==> src/rtl/fetch_bundle_queue_pkg.sv <==
// Shared front-end definitions: datapath widths and the bundle record
// that is carried from fetch-1 to fetch-2/decode.
package fetch_bundle_queue_pkg;

  localparam int SIZE_PC       = 32;
  localparam int INST_BUNDLE_W = 256;
  localparam int FETCH_WIDTH   = 4;

  typedef struct packed {
    logic [SIZE_PC-1:0]             pc;
    logic [INST_BUNDLE_W-1:0]       bundle;
    logic [FETCH_WIDTH-1:0]         btbHit;
    logic [FETCH_WIDTH-1:0]         prediction;
    logic [FETCH_WIDTH*SIZE_PC-1:0] targetAddr;
    logic [SIZE_PC-1:0]             addrRAS_CP;
  } fetch_bundle_t;

endpackage

==> src/rtl/fetch_bundle_queue_ctrl.sv <==
// Pointer and occupancy control for the fetch bundle queue: qualifies
// push/pop, tracks head/tail/count and derives the full/empty flags.
module fbq_ctrl #(
  parameter int DEPTH = 4,
  parameter int PTR_W = $clog2(DEPTH)
) (
  input  logic             clk,
  input  logic             reset,
  input  logic             flush_i,
  input  logic             valid_i,
  input  logic             ready_i,
  output logic             push_o,
  output logic             pop_o,
  output logic [PTR_W-1:0] headPtr_o,
  output logic [PTR_W-1:0] tailPtr_o,
  output logic [PTR_W:0]   count_o,
  output logic             full_o,
  output logic             empty_o
);

  localparam logic [PTR_W:0]   FULL_COUNT = (PTR_W+1)'(DEPTH);
  localparam logic [PTR_W-1:0] PTR_ONE    = PTR_W'(1);
  localparam logic [PTR_W:0]   CNT_ONE    = (PTR_W+1)'(1);

  logic [PTR_W-1:0] headPtr_q, headPtr_d;
  logic [PTR_W-1:0] tailPtr_q, tailPtr_d;
  logic [PTR_W:0]   count_q, count_d;

  // Full is judged on the registered count alone, so a pop in the same
  // cycle never frees a slot for an incoming bundle.
  assign full_o  = (count_q == FULL_COUNT);
  assign empty_o = (count_q == '0);
  assign push_o  = valid_i & ~full_o & ~flush_i;
  assign pop_o   = ~empty_o & ready_i & ~flush_i;

  always_comb begin
    headPtr_d = headPtr_q;
    tailPtr_d = tailPtr_q;
    count_d   = count_q;
    if (flush_i) begin
      headPtr_d = '0;
      tailPtr_d = '0;
      count_d   = '0;
    end else begin
      if (push_o) tailPtr_d = tailPtr_q + PTR_ONE;
      if (pop_o)  headPtr_d = headPtr_q + PTR_ONE;
      if (push_o && !pop_o)      count_d = count_q + CNT_ONE;
      else if (pop_o && !push_o) count_d = count_q - CNT_ONE;
    end
  end

  always_ff @(posedge clk or posedge reset) begin
    if (reset) begin
      headPtr_q <= '0;
      tailPtr_q <= '0;
      count_q   <= '0;
    end else begin
      headPtr_q <= headPtr_d;
      tailPtr_q <= tailPtr_d;
      count_q   <= count_d;
    end
  end

  assign headPtr_o = headPtr_q;
  assign tailPtr_o = tailPtr_q;
  assign count_o   = count_q;

endmodule

==> src/rtl/fetch_bundle_queue.sv <==
// Decoupling FIFO between fetch-1 and fetch-2/decode; holds fetched bundles
// with their branch-prediction sideband and flushes on any redirect.
module fetch_bundle_queue #(
  parameter int SIZE_PC       = fetch_bundle_queue_pkg::SIZE_PC,
  parameter int INST_BUNDLE_W = fetch_bundle_queue_pkg::INST_BUNDLE_W,
  parameter int DEPTH         = 4,
  parameter int PTR_W         = $clog2(DEPTH)
) (
  input  logic                     clk,
  input  logic                     reset,
  input  logic                     flush_i,
  input  logic                     valid_i,
  input  logic [SIZE_PC-1:0]       pc_i,
  input  logic [INST_BUNDLE_W-1:0] instructionBundle_i,
  input  logic [3:0]               btbHit_i,
  input  logic [3:0]               prediction_i,
  input  logic [4*SIZE_PC-1:0]     targetAddr_i,
  input  logic [SIZE_PC-1:0]       addrRAS_CP_i,
  output logic                     stall_o,
  input  logic                     ready_i,
  output logic                     valid_o,
  output logic [SIZE_PC-1:0]       pc_o,
  output logic [INST_BUNDLE_W-1:0] instructionBundle_o,
  output logic [3:0]               btbHit_o,
  output logic [3:0]               prediction_o,
  output logic [4*SIZE_PC-1:0]     targetAddr_o,
  output logic [SIZE_PC-1:0]       addrRAS_CP_o,
  output logic [PTR_W:0]           count_o
);

  import fetch_bundle_queue_pkg::*;

  logic             push;
  logic             pop;
  logic             full;
  logic             empty;
  logic [PTR_W-1:0] headPtr;
  logic [PTR_W-1:0] tailPtr;

  fetch_bundle_t entries_q [DEPTH];
  fetch_bundle_t wrEntry;
  fetch_bundle_t rdEntry;

  fbq_ctrl #(
    .DEPTH (DEPTH),
    .PTR_W (PTR_W)
  ) u_ctrl (
    .clk       (clk),
    .reset     (reset),
    .flush_i   (flush_i),
    .valid_i   (valid_i),
    .ready_i   (ready_i),
    .push_o    (push),
    .pop_o     (pop),
    .headPtr_o (headPtr),
    .tailPtr_o (tailPtr),
    .count_o   (count_o),
    .full_o    (full),
    .empty_o   (empty)
  );

  always_comb begin
    wrEntry            = '0;
    wrEntry.pc         = pc_i;
    wrEntry.bundle     = instructionBundle_i;
    wrEntry.btbHit     = btbHit_i;
    wrEntry.prediction = prediction_i;
    wrEntry.targetAddr = targetAddr_i;
    wrEntry.addrRAS_CP = addrRAS_CP_i;
  end

  // Payload is intentionally left unreset; valid_o gates its use.
  always_ff @(posedge clk) begin
    if (push) entries_q[tailPtr] <= wrEntry;
  end

  assign rdEntry = entries_q[headPtr];

  assign stall_o             = full;
  assign valid_o             = ~empty;
  assign pc_o                = rdEntry.pc;
  assign instructionBundle_o = rdEntry.bundle;
  assign btbHit_o            = rdEntry.btbHit;
  assign prediction_o        = rdEntry.prediction;
  assign targetAddr_o        = rdEntry.targetAddr;
  assign addrRAS_CP_o        = rdEntry.addrRAS_CP;

  logic unusedPop;
  assign unusedPop = pop;

endmodule

==> config.mk <==
export PLATFORM = sky130hd
export DESIGN_NAME = fetch_bundle_queue
export DESIGN_NICKNAME = d
export VERILOG_FILES = /design/src/rtl/fetch_bundle_queue_pkg.sv /design/src/rtl/fetch_bundle_queue_ctrl.sv /design/src/rtl/fetch_bundle_queue.sv
export SDC_FILE = /design/constraint.sdc
export NUM_CORES = 1
export LEC_CHECK = 0
export ABC_AREA = 1
export BUFFER_PORTS_ARGS = -buffer_cell sky130_fd_sc_hd__buf_2
export CAP_MARGIN = 10
export CORE_ASPECT_RATIO = 0.75
export CORE_UTILIZATION = 30
export CTS_CLUSTER_SIZE = 30
export DETAILED_ROUTE_END_ITERATION = 7
export PLACE_DENSITY = 0.47
export RECOVER_POWER = 25
export REMOVE_ABC_BUFFERS = 1
export SYNTH_ARGS = -nofsm -noshare
export SYNTH_HDL_FRONTEND = slang
export SYNTH_SLANG_ARGS = --single-unit
==> constraint.sdc <==
create_clock -name clk -period 22.5 [get_ports clk]
set_clock_uncertainty 0.05 [all_clocks]
set_input_delay 2.25 -clock clk [delete_from_list [all_inputs] [get_ports clk]]
set_output_delay 2.25 -clock clk [all_outputs]
set_load 0.05 [all_outputs]
==> qor.csv, run 1 <==
stage;metric;value;unit
die;start_util;0.303;
sta;setup_viol_count_final;0;
grt;grt_pass1_wl;266;mm
grt;grt_pass1_vias;38200;
clocking;insertion_delay;0.81;ns
synth;synth_area_leaders;edfxtp_1 (81%), o21ai_0 (6.6%), nor2_1 (5.1%);
critical_path;cp_data_arrival_time;5.66;ns
power;p_per_area;120;mW/mm²
synth;synth.most_common_cell;edfxtp_1;
critical_path;critPathKind;reg2out;
synth;synth_top_family_by_area;compound AO/OA/AOI/OAI gates;
finish;fin_util;0.360;
sta;final.setup.tns;0;ns
synth;synth_adder_area_share;0.00104;
die;dieArea;0.227;mm²
power;p_leak;26.4;nW
synth;yosys_register_bits;1831;
synth;synthArstFlopShare;0.00382;
synth;synth_xor_area_frac;0.000130;
route;drc;0;
clocking;cts_buffers;192;
route;drt_first_pass_iters;5;
finish;nNetsFinal;5816;
sta;worst_slew_pin_slew;1.14;ns
clocking;cts.path.max_buffers;4;
finish;design_area;0.0804;mm²
synth;synth_edf_count;1824;
die;io_pins;922;
synth;ys_seq_area_frac;0.813;
route;drt_iter0_markers;3089;
die;num_rows;150;
synth;ys_types;25;
placed_design;hpwl;111;mm
job;max_cap_violations;0;
placed_design;dp.cells;8120;
synth;yosysTopAreaCellShare;0.810;
synth;synthMuxAreaShare;0;
route;wl_per_cell;21.9;µm
die;die_y;413;µm
finish;area_delta_synth_final;18.9;%
sta;rsz0062_at_grt;false;
critical_path;end_kind;output port;
placed_design;gp_congestion;0.780;
clocking;cts_tree;built;
synth;synth_commonest_cells;edfxtp_1 (1,824), nor2_1 (918), o21ai_0 (888);
min_path;worstHoldStart;u_ctrl.count_o[0];
die;die_w;550;µm
grt;grt_antenna_before_repair;70;
grt;grt_usage;0.156;
grt;grt_max_degree;266;
sta;max_slew_margin;0.238;
sta;hold_violations;0;
critical_path;critPathLaunch;u_ctrl.headPtr_o[0];
synth;yosysWarnings;0;
synth;synthSimpleGateAreaFrac;0.0522;
critical_path;cp.required;20.20;ns
route;ant_nets;0;
route;drt-total-wl;186;mm
synth;synth_top_cell_by_area;edfxtp_1;
die;core-area;0.223;mm²
route;drt-vias-per-instance;4.78;
synth;syn_inst;4475;
sta;slew_viol_final;0;
clocking;cts_sinks;1831;
placed_design;io_buffer_count;921;
synth;postSynthAreaPerCell;15.1;µm²
critical_path;critical_path.max_fanout;174;
clocking;cts-hold-fix-buffers;0;
sta;max_freq;0.126;GHz
sta;period_share;0.354;
synth;syn_area;0.0676;mm²
route;vias;40500;
run_status;status;completed;
clocking;post_cts_buffers;0;
power;power;9.65;mW
clocking;cts-resized-gates;0;
grt;gr-total-overflow;0;
clocking;h-tree-depth;4;
finish;layout-drive-gt1-share;0.175;
placed_design;placed_area;0.0750;mm²
synth;ys.flop_type;edfxtp_1;
critical_path;r2r-start;u_ctrl.count_o[2];
min_path;hp-class;reg2reg;
clocking;path_clk_slew;0.06;ns
finish;instances_no_fill;8467;
power;peakVddDrop;0.0720;mV
synth;synth_compound_area_frac;0.110;
sta;fin_crit;7.96;ns
clocking;cts_root_buffer;clkbuf_16;
critical_path;worstSetupStartpointType;flip-flop;
[worst max-delay path, cell delays in order, from the launching register on]
cell and delay (ns):
dfrtp_4 0.50, buf_12 0.55, buf_4 0.73, buf_4 0.63
buf_4 0.64, buf_4 0.69, o21ai_0 0.20, o22ai_1 0.38
buf_2 0.34
[layout by cell type (no fill, tap or decap), types with 2 or more instances in the layout]
| cell type | instances |
|---|---|
| inv_16 | 2 |
| buf_12 | 5 |
| ha_1 | 4 |
| nor2_4 | 4 |
| diode_2 | 14 |
| o21ai_0 | 888 |
| nand2_1 | 16 |
| clkbuf_1 | 319 |
| clkbuf_16 | 195 |
| inv_1 | 16 |
| dfrtp_1 | 5 |
| clkinv_1 | 49 |
| nor2_1 | 914 |
| o22ai_1 | 456 |
| nand3_1 | 3 |
| a21oi_1 | 3 |
| buf_2 | 648 |
| inv_6 | 2 |
| buf_4 | 59 |
| clkinvlp_4 | 2 |
| dfrtp_4 | 2 |
| o21ai_1 | 29 |
| clkinv_2 | 29 |
| bufinv_16 | 6 |
| edfxtp_1 | 1824 |
[cell families (layout without fill, tap and decap cells)]
family                     Yosys count  in the layout
AOI/OAI and AO/OA                 1377           1377
buffers and inverters              322           1336
other                                0             14
xor gates and xnor gates             1              1
and+or+nand+nor                    939            939
DFF                               1831           1831
adders and majority gates            5              5
[layer usage]
layer	track usage	share of wire
met5	0	0.0028
met4	0.0354	0.020
met3	0.0479	0.074
met2	0.246	0.46
met1	0.211	0.44
[flip-flops by register name (all words and copies together) (netlist names)]
name	cells
u_ctrl.headPtr_o	2
entries_q	1824
u_ctrl.count_o	3
u_ctrl.tailPtr_o	2
[final timing paths]
check	to	slack (ns)	cells after the start
setup / recovery	targetAddr_o[8]	14.54	8
hold / removal	u_ctrl.count_o[0]	0.50	1
setup reg to reg	entries_q[2][182]	16.66	8
hold reg to reg	u_ctrl.count_o[0]	0.50	1
max in group asynchronous	u_ctrl.headPtr_o[0]	20.79	2
min in group asynchronous	u_ctrl.count_o[2]	1.34	2
[per-stage QoR]
stage	hold WS (ns)	setup WS (ns)
4_1_cts	0.514	14.44
2_1_floorplan	0.529	-9.88
3_3_place_gp	0.484	14.51
5_1_grt	0.574	14.12
6_report	0.502	14.54
3_5_place_dp	0.501	14.49
[layout make-up]
class / count / area, µm²
antenna: 14 / 35.0
clock buffer: 241 / 5050
clock inverter: 92 / 617
fill: 21500 / 143000
inverter: 18 / 91.3
multi-input combinational: 2322 / 11100
sequential: 1831 / 55000
tap: 2964 / 3710
timing repair buffer: 985 / 4810
[where the power goes]
part	leakage [nW]	switching [mW]	total (mW)	internal, mW
clock	2.77	1.27	2.92	1.65
sequential	16.6	0.0401	3.99	3.95
combinational	7.03	2.23	2.73	0.501
total	26.4	3.54	9.65	6.10
Note: power is estimated with default switching activity, not from simulation.
==> run 2: changes to the inputs <==
PLACE_DENSITY = 0.45   (was 0.47)
clock period = 8.2 ns   (was 22.5 ns; I/O delays follow)
==> qor.csv, run 2 (same netlist as run 1, synthesis figures left out) <==
stage;metric;value;unit
finish;largest_register_ffs;1824;
finish;design_area;0.0808;mm²
sta;max_freq;0.196;GHz
route;drt_first_pass_iters;5;
clocking;cts_tree;built;
finish;nNetsFinal;5817;
finish;final_common_cell;edfxtp_1;
power;sw_frac_of_total;0.365;
power;switchingPower;9.79;mW
route;drt_iter0_markers;2721;
route;drt-vias-per-instance;4.78;
critical_path;critPathLaunch;u_ctrl.headPtr_o[0];
die;die_y;413;µm
power;seq_power_share;0.409;
route;drt-total-wl;190;mm
die;core-area;0.223;mm²
sta;max_slew_margin;0.291;
finish;regMostFlops;entries_q;
critical_path;crit_path_cell_trace;buf_12, buf_4, o21ai_0, o22ai_1, buf_2;
job;max_cap_violations;0;
route;vias;40500;
critical_path;r2r-start;u_ctrl.count_o[0];
power;clkPwrFrac;0.310;
run_status;status;completed;
critical_path;worstSetupStartpointType;flip-flop;
clocking;cts-resized-gates;0;
clocking;cts_buffers;192;
sta;worst_slew_pin_slew;1.06;ns
critical_path;critical_path.max_fanout;181;
min_path;hp-class;in2reg;
route;drc;0;
grt;grt_antenna_before_repair;73;
placed_design;io_buffer_count;921;
die;num_rows;150;
power;power;26.8;mW
finish;final_cell_mix;edfxtp_1 (1,824), nor2_1 (914), o21ai_0 (888);
die;io_pins;922;
critical_path;slowest_delay;0.83;ns
die;dieArea;0.227;mm²
clocking;h-tree-depth;4;
critical_path;crit_slowest_cell;dfrtp_4;
die;start_util;0.303;
grt;gr-total-overflow;0;
route;ant_nets;0;
power;p_int;17.0;mW
critical_path;critPathKind;reg2out;
placed_design;gp_congestion;0.779;
placed_design;hpwl;113;mm
clocking;path_clk_slew;0.06;ns
finish;area_delta_synth_final;19.5;%
sta;rsz0062_at_grt;false;
sta;fin_hold_ws;0.174;ns
grt;grt_pass1_vias;38400;
finish;instances_no_fill;8471;
grt;grt_usage;0.160;
power;p_per_area;332;mW/mm²
sta;fin_crit;5.09;ns
grt;grt_max_degree;185;
clocking;cts_root_buffer;clkbuf_16;
power;p_leak;26.6;nW
placed_design;placed_area;0.0752;mm²
critical_path;cp_data_arrival_time;4.22;ns
finish;layout-drive-gt1-share;0.173;
critical_path;end_kind;output port;
min_path;worstHoldStart;flush_i;
clocking;insertion_delay;0.80;ns
route;wl_per_cell;22.5;µm
clocking;cts_sinks;1831;
sta;final.setup.tns;0;ns
sta;slew_viol_final;0;
power;peakVddDrop;0.198;mV
clocking;post_cts_buffers;0;
critical_path;reg2reg_slack;4.80;ns
clocking;cts.path.max_buffers;4;
sta;setup_viol_count_final;0;
critical_path;cp.required;7.33;ns
power;power.share.combinational;0.281;
grt;grt_pass1_wl;272;mm
die;die_w;550;µm
sta;period_share;0.621;
sta;hold_violations;0;
clocking;cts-hold-fix-buffers;1;
placed_design;dp.cells;8120;
-- run 2: cell count changes in the layout (fill, tap and decap cells not counted), sizes merged --
cell         delta
clkbuf         +19
buf            -12
clkinv         -12
bufinv          +8
clkinvlp        -1
dlygate4sd3     +1
inv             +1
-- run 2: per-stage QoR --
| stage | setup slack, ns | utilization |
|---|---|---|
| global placement | 3.94 | 0.337 |
| global route | 2.78 | 0.362 |
| CTS | 2.95 | 0.363 |
| finish | 3.11 | 0.362 |
| detailed placement | 3.89 | 0.337 |
| floorplan | -22.75 | - |
-- run 2: worst paths after layout --
path,to,cells past startpoint
max,instructionBundle_o[43],5
max reg2reg,entries_q[0][35],6
max in group asynchronous,u_ctrl.headPtr_o[1],3
min in group asynchronous,u_ctrl.count_o[2],3
min,u_ctrl.headPtr_o[0],2
min reg2reg,u_ctrl.count_o[1],2
-- run 2: critical path, delay by kind of cell, from the launching register on --
| family | cells | cell delay, ns |
|---|---|---|
| DFF | 1 | 0.83 |
| AOI/OAI and AO/OA | 2 | 0.48 |
| buffers and inverters | 3 | 1.65 |
-- run 2: cell type report --
class,instances,area [µm²]
Multi-Input combinational cell,2322,11100
Inverter,18,91.3
Clock buffer,248,5070
Antenna cell,14,35.0
Timing Repair Buffer,986,5030
Clock inverter,88,803
Tap cell,2964,3710
Fill cell,21600,143000
Sequential cell,1831,55000
-- run 2: power by group through the flow --
stage	Combinational, mW	Sequential, mW	Clock, mW
after detailed placement	7.65	11.2	0
after global placement	7.65	11.2	0
after CTS	7.66	11.0	8.56
final	7.53	11.0	8.32
after floorplan	5.19	11.8	0
after global routing	7.98	11.0	8.89
-- run 2: metal layers --
layer	GRT usage	vias up	share of wire
li1	-	18800	-
met1	0.213	20200	0.44
met2	0.253	1073	0.46
met3	0.0477	380	0.072
met4	0.0450	56	0.027
met5	0	-	0.0020
